<file path="config.mk">
export PLATFORM = sky130hd
export DESIGN_NAME = serial_fulladder
export DESIGN_NICKNAME = d
export VERILOG_FILES = /design/src/rtl/serial_fulladder.sv
export SDC_FILE = /design/constraint.sdc
export NUM_CORES = 1
export LEC_CHECK = 0
export ABC_AREA = 1
export BUFFER_PORTS_ARGS = -buffer_cell sky130_fd_sc_hd__buf_4
export CORE_MARGIN = 10
export CORE_UTILIZATION = 50
export CTS_BUF_LIST = sky130_fd_sc_hd__clkbuf_8 sky130_fd_sc_hd__clkbuf_16
export DETAILED_ROUTE_END_ITERATION = 8
export GPL_TIMING_DRIVEN = 1
export PLACE_DENSITY = 0.81
export SLEW_MARGIN = 20
export SYNTH_ARGS = -nofsm -noshare
export SYNTH_HDL_FRONTEND = slang
export SYNTH_SLANG_ARGS = --single-unit
</file>
<file path="constraint.sdc">
create_clock -name clk_i -period 1.19 [get_ports clk_i]
set_input_delay 0.119 -clock clk_i [delete_from_list [all_inputs] [get_ports clk_i]]
set_output_delay 0.119 -clock clk_i [all_outputs]
set_load 0.05 [all_outputs]
</file>
<file path="src/rtl/serial_fulladder.sv">
// Bit-serial WIDTH-bit adder (one full-adder cell + carry flop, LSB first); done pulses WIDTH+1 cycles after an accepted start.
// Accepts start only in IDLE or in the DONE cycle; start while busy is dropped, not queued.
module serial_fulladder #(
    parameter int WIDTH = 8
) (
    input  logic             clk_i,
    input  logic             rst_i,
    input  logic             start_i,
    input  logic [WIDTH-1:0] a_i,
    input  logic [WIDTH-1:0] b_i,
    input  logic             cin_i,
    output logic             busy_o,
    output logic             done_o,
    output logic [WIDTH-1:0] sum_o,
    output logic             cout_o,
    output logic             overflow_o
);

    localparam int CNT_W = (WIDTH > 2) ? $clog2(WIDTH) : 1;
    localparam logic [CNT_W-1:0] LAST_BIT = CNT_W'(WIDTH - 1);
    localparam logic [CNT_W-1:0] MSB_IN_BIT = CNT_W'(WIDTH - 2);

    typedef enum logic [1:0] {
        IDLE = 2'd0,
        RUN  = 2'd1,
        DONE = 2'd2
    } state_t;

    state_t           state_q;
    logic [WIDTH-1:0] a_sh_q;
    logic [WIDTH-1:0] b_sh_q;
    logic [WIDTH-1:0] res_q;
    logic [WIDTH-1:0] sum_q;
    logic [CNT_W-1:0] cnt_q;
    logic             carry_q;
    logic             c_msb_q;
    logic             busy_q;
    logic             done_q;
    logic             cout_q;
    logic             ovf_q;

    logic             bit_d;
    logic             carry_d;
    logic [WIDTH-1:0] res_d;

    // The single full-adder cell operating on the current LSBs.
    assign bit_d   = a_sh_q[0] ^ b_sh_q[0] ^ carry_q;
    assign carry_d = (a_sh_q[0] & b_sh_q[0]) | (a_sh_q[0] & carry_q) | (b_sh_q[0] & carry_q);
    assign res_d   = {bit_d, res_q[WIDTH-1:1]};

    always_ff @(posedge clk_i) begin
        if (rst_i) begin
            state_q <= IDLE;
            a_sh_q  <= '0;
            b_sh_q  <= '0;
            res_q   <= '0;
            sum_q   <= '0;
            cnt_q   <= '0;
            carry_q <= 1'b0;
            c_msb_q <= 1'b0;
            busy_q  <= 1'b0;
            done_q  <= 1'b0;
            cout_q  <= 1'b0;
            ovf_q   <= 1'b0;
        end else begin
            case (state_q)
                IDLE, DONE: begin
                    done_q <= 1'b0;
                    if (start_i) begin
                        a_sh_q  <= a_i;
                        b_sh_q  <= b_i;
                        carry_q <= cin_i;
                        cnt_q   <= '0;
                        busy_q  <= 1'b1;
                        state_q <= RUN;
                    end else begin
                        busy_q  <= 1'b0;
                        state_q <= IDLE;
                    end
                end
                RUN: begin
                    a_sh_q  <= {1'b0, a_sh_q[WIDTH-1:1]};
                    b_sh_q  <= {1'b0, b_sh_q[WIDTH-1:1]};
                    res_q   <= res_d;
                    carry_q <= carry_d;
                    cnt_q   <= cnt_q + CNT_W'(1);
                    // Carry into the MSB is kept so overflow can be formed on the last step.
                    if (cnt_q == MSB_IN_BIT) begin
                        c_msb_q <= carry_d;
                    end
                    if (cnt_q == LAST_BIT) begin
                        sum_q   <= res_d;
                        cout_q  <= carry_d;
                        ovf_q   <= c_msb_q ^ carry_d;
                        busy_q  <= 1'b0;
                        done_q  <= 1'b1;
                        state_q <= DONE;
                    end
                end
                default: begin
                    busy_q  <= 1'b0;
                    done_q  <= 1'b0;
                    state_q <= IDLE;
                end
            endcase
        end
    end

    assign busy_o     = busy_q;
    assign done_o     = done_q;
    assign sum_o      = sum_q;
    assign cout_o     = cout_q;
    assign overflow_o = ovf_q;

endmodule

</file>
# Word level (Yosys, flattened, before mapping)
# Index checks and enable logic that the tools add are counted.
# op_classes
n_div	0
eq_ne	6
reduce_logical	7
bitwise	9
n_mul	0
mux	14
magnitude_cmp	0
add_sub_neg	1
n_shift	0
# ops
operator	n
$pmux W8 S2	2
$mux W8	2
$eq A3 B3 Y1 const B	2
$pmux W3 S2	1
$reduce_and A2 Y1	3
$mux W1	4
$ne A2 B2 Y1 const B	2
$pmux W1 S2	2
$pmux W2 S2	1
$reduce_or A2 Y1	2
$add A3 B1 Y3 const B	1
$and A1 B1 Y1	3
$mux W3	1
$xor A1 B1 Y1	3
$eq A2 B1 Y1 const B	1
$eq A2 B2 Y1 const B	1
$logic_not A2 Y1	1
$mux W2	1
$or A1 B1 Y1	2
$reduce_bool A2 Y1	1
$not A1 Y1	1
# totals
wordCells	49
regBits	43
output_inout_bits	12
inputBits	20
n_memories	0
latch_bits	0
ramBits	0
romBits	0

# Logic depth before layout (Yosys ltp)
# logic_depth
word_depth	4
ltp_mapped	7
depth_no_buf	7

# Worst setup path after synthesis
# OpenSTA, ideal clock, no wires.
# synth_path
kind	register -> register
startpoint	reg a_sh_q[0]
endpoint	reg c_msb_q
t_required_ns	1.074
path_stages_with_launch	6
synth_period_minus_slack_ns	1.204
setup_time_ns	0.116
t_arrival_ns	1.088
n_path_buf	0
setup_slack_ns	-0.014
path_cell_list	dfxtp_1 fa_1 inv_1 nand3_1 o21ai_0 nor2_1
# synth_via
elab_chain_cells	3
word_cells_on_any_way	4
classes_between	4 x bitwise
# synth_rtl
item	line	text
start, declared	30	logic [WIDTH-1:0] a_sh_q;
start signal, assigned	70	a_sh_q <= a_i;
start signal, assigned	82	a_sh_q <= {1'b0, a_sh_q[WIDTH-1:1]};
$and A1 B1 Y1	48	assign carry_d = (a_sh_q[0] & b_sh_q[0]) | (a_sh_q[0] & carry_q) | (b_sh_q[0] & carry_q);
$or A1 B1 Y1 (*) (2 in a row)	48	
net carry_d	43	logic carry_d;
end signal, assigned	89	c_msb_q <= carry_d;
end, declared	36	logic c_msb_q;
# Mark *: on every way through the listed nets, which the timed path passes. The rest lies on a longest branch.
# A chain may end at the register's enable or synchronous reset.

# Worst setup path in the final report
# layout_path
startpoint	reg a_sh_q[0]
endpoint	reg carry_q
# layout_via
elab_chain_cells	4
word_cells_on_any_way	5
classes_between	1 x mux; 4 x bitwise
# layout_rtl
item	line	text
$and A1 B1 Y1	48	
$or A1 B1 Y1 (*) (2 in a row)	48	
net carry_d	43	
$pmux W1 S2 (*)	66	case (state_q)
end signal, assigned	72	carry_q <= cin_i;
end signal, assigned	85	carry_q <= carry_d;
end, declared	35	logic carry_q;
# Marked as above.

==> results <==
- The first detailed-routing pass took 4 iterations.
- STA puts the critical path data required time at 1380 ps.
- Summed over all cells, the static leakage comes to 1.19 nW.
- After clock tree synthesis, the setup repair step added 0 buffers.
- After synthesis, the largest area contributor takes up 43.4% of total cell area.
- In this run the core area contains 22 standard-cell rows.
- In this run, CTS created clock tree buffers numbering 5.
- The clock arrives with between 2 and 3 ps of skew.
- The fraction of final layout cells sized beyond drive strength 1 is 25.3%.
- Detailed routing inserted a total of around 1800 vias.
- The remaining design rule violation count is 0.
- The path category of the worst min-delay check is in2reg.
- The longest clock path from root to sink contains 2 buffers.
- The xor and xnor fraction of the mapped netlist area is 0.452%.
- At the worst endpoint, the arrival time is about 1400 ps.
- The part of the Yosys area used for sequential elements is 43.4%.
- For this block, the initial DRC count from the detailed router was around 130.
- The port buffer count is 31.
- The wire length of the first global-routing pass is between 6 and 7 mm.
- The synthesized netlist devotes under 10% of its cell area to adder and majority cells.
- For this design the ratio of total power to cell area is between 1000 and 1500 nW/um^2.
- The detailed placement HPWL is between 2 and 3 mm.
- The synthesized netlist devotes 6.97% of its cell area to compound gates.
- For the pin with the worst max-slew slack, the measured transition is roughly 220 ps.
- Entering global routing, the biggest net connects 37 pins.
- Setup repair after global routing could not meet its margin everywhere.
- Of all nets on the critical path, the largest fanout is 3.
- The cell count after synthesis is 272.
- The post-synthesis sequential element count is 42.
- The post-layout total power is 3.30 mW.
- The core area is between 3000 and 4000 sq um.
- The number of hold buffers added after CTS was 0.
- The final critical-path share of the clock period is 99.2%.
- After detailed placement, the total cell area comes to between 2000 and 2500 sq um.
- The root buffer cell is sky130_fd_sc_hd__clkbuf_8.
- The setup TNS after final layout is 0 ps.
- Routability-driven placement finished with a final weighted congestion of just under 0.8.
- The final hold violation count came to 0.
- Across the run, the number of max-cap violations was 0.
- The die span in x is 82.3 um.
- The number of setup violations in the final report is 0.
- The die height is about 82 um.
- The global-route total usage across every layer is about an eighth.
- The fraction of the mapped netlist area in simple logic gates is ~33%.
- The initial core utilization is between 50 and 60%.
- The maximum achievable frequency is approximately 850 MHz.
- The post-layout minimum cycle time is 1180 ps.
- After synthesis, the largest family of logic cells by area is simple AND/OR/NAND/NOR gates.
- The non-filler instance count after layout is 360.
- The worst setup path category is reg2reg.
- The run finished with clean final reports.
- After the last flow step, the layout net total stands at between 300 and 400.
- In the final routed layout, each cell accounts on average for roughly 12 um.
- The via count of the first global-routing pass came to between 1500 and 2000.
- The clock-pin slew on the worst setup and hold paths is roughly 80 ps.
- Ranked by total cell area, the synthesized netlist is headed by sky130_fd_sc_hd__dfxtp_1 43%, sky130_fd_sc_hd__nor2_1 10%, sky130_fd_sc_hd__nand2_1 9.7%.
- The layout filler cell count is between 300 and 400.
- Clock latency on the worst-skew pair, taken at its later pin, is ~290 ps.
- The post-detailed-route count of antenna-violating nets is 0.
- The die area is between 6000 and 7000 sq um.
- The number of library cell types mapped by synthesis is 23.
- Once placement completed, the tool counted placed cells totaling between 300 and 400.
- The synthesized net count is just under 300.
- The kind of capture point of the worst setup path is a register.
- Dividing the detail-routed via count by the number of cells gives just under 5.
- The number of clock sinks is 42.
- The layout-stage area growth over the synthesis result is 26.1%.
- Measured against the total synthesized area, the mux share comes to 0%.
- The repair_antennas step left the layout with diodes totalling 0.
- The critical path launch point type is a register.
- The synthesized area per cell is just over 7 sq um.
- The number of pins exceeding their max-slew limit in the final report came to 0.
- In this run the number of H-tree levels came out at 2.
- 32 I/O pins were placed.
- The total overflow left after global routing is 0.
- The worst pin sits at a relative slew slack of a little under nine tenths.
- After synthesis the cells add up to between 1500 and 2000 sq um.
- The peak supply drop is a little under 0.6 mV.
- The biggest area contributor in the post-synthesis netlist is sky130_fd_sc_hd__dfxtp_1.
- The worst-case hold slack is approximately 40 ps.
- The clock tree from TritonCTS is done.
- The count of warnings emitted by yosys is 0.
- The aggregate routed wire length is 4.17 mm.
- The initial antenna violation count is 0.
- Once layout is done, the placed cells without fillers occupy approximately 2400 sq um.
-- area by class of cell --
cell class | instances | area (sq um) | area share (%)
Clock buffer | 5 | 68.8 | 2.81
Clock inverter | 3 | 40.0 | 1.64
Inverter | 36 | 138 | 5.63
Multi-Input combinational cell | 178 | 886 | 36.2
Sequential cell | 42 | 848 | 34.7
Tap cell | 48 | 60.1 | 2.46
Timing Repair Buffer | 48 | 404 | 16.5
-- registers in the layout (all words and copies together), names as in the netlist --
register,flops
sum_o,8
done_o,1
cout_o,1
c_msb_q,1
busy_o,1
state_q,2
overflow_o,1
b_sh_q,8
res_q,7
cnt_q,3
carry_q,1
a_sh_q,8
-- worst paths after layout --
check                           cells past startpoint       from        end  slack, ps
worst max-delay path                                7  a_sh_q[0]    carry_q         10
worst min register to register                      2   sum_o[2]   sum_o[2]        470
worst max register to register                      7  a_sh_q[0]    carry_q         10
worst min-delay path                                3     b_i[2]  b_sh_q[2]         40
-- Yosys cell counts --
cell type,number
sky130_fd_sc_hd__clkbuf_1,2
sky130_fd_sc_hd__inv_4,1
sky130_fd_sc_hd__nand3_2,2
sky130_fd_sc_hd__a21oi_2,2
sky130_fd_sc_hd__a21oi_1,11
sky130_fd_sc_hd__nand3b_1,3
sky130_fd_sc_hd__buf_6,2
sky130_fd_sc_hd__o22ai_1,2
sky130_fd_sc_hd__inv_1,34
sky130_fd_sc_hd__ha_1,3
sky130_fd_sc_hd__xor2_1,1
sky130_fd_sc_hd__buf_2,5
sky130_fd_sc_hd__nand3_1,37
sky130_fd_sc_hd__fa_1,1
sky130_fd_sc_hd__nor2_4,1
sky130_fd_sc_hd__inv_2,1
sky130_fd_sc_hd__o21ai_0,10
sky130_fd_sc_hd__nor2_1,53
sky130_fd_sc_hd__buf_12,1
sky130_fd_sc_hd__buf_4,6
sky130_fd_sc_hd__dfxtp_1,42
sky130_fd_sc_hd__nand2_2,2
sky130_fd_sc_hd__nand2_1,50
-- cell usage in the layout, fill, tap and decap left out, drive strengths merged --
master and n:
nand3 39, dfxtp 42, ha 3, xor2 1, bufinv 1, inv 36, nor2 54, o21ai 10
clkinv 2, o22ai 2, buf 48, nand3b 3, nand2 52, a21oi 13, clkbuf 5, fa 1
-- timing repair --
item                                    4_1_cts  5_1_grt
pin swaps                                     3        7
resized for setup                             7       16
endpoints found under the setup margin        9       17
-- report_power, final --
part	internal (mW)	switching, mW
Sequential	1.52	0.0575
Clock	0.617	0.488
Combinational	0.277	0.348
Total	2.41	0.894
-- kinds of logic after synthesis --
logic type | Yosys count
DFF | 42
AOI/OAI and AO/OA | 25
buffers and inverters | 52
adders and majority gates | 4
xor gates and xnor gates | 1
and+or+nand+nor | 148
-- metal layers --
layer  up-vias  wire (um)  global-route usage, %
met1       788       1860                   15.5
met5         -          0                      0
met4         0         72                   4.59
met3         9        315                   4.32
li1        916          -                      -
met2        47       1920                   19.3
-- stage by stage --
step | worst slack, ps | util, %
floorplan | 8.02 | -
global placement | 19.6 | 61.0
detailed placement | -42.5 | 61.0
CTS | -1.41 | 64.5
global route | -58.0 | 65.8
finish | 10.0 | 65.8
-- worst max-delay path, stage by stage (launching register included) --
cell and delay, ps:
sky130_fd_sc_hd__dfxtp_2 330, sky130_fd_sc_hd__fa_2 410, sky130_fd_sc_hd__inv_2 70, sky130_fd_sc_hd__nand3_2 60
sky130_fd_sc_hd__nand2_1 80, sky130_fd_sc_hd__inv_1 40, sky130_fd_sc_hd__nand2_1 50, sky130_fd_sc_hd__nor2_1 40
(Power assumes the default switching activity.)
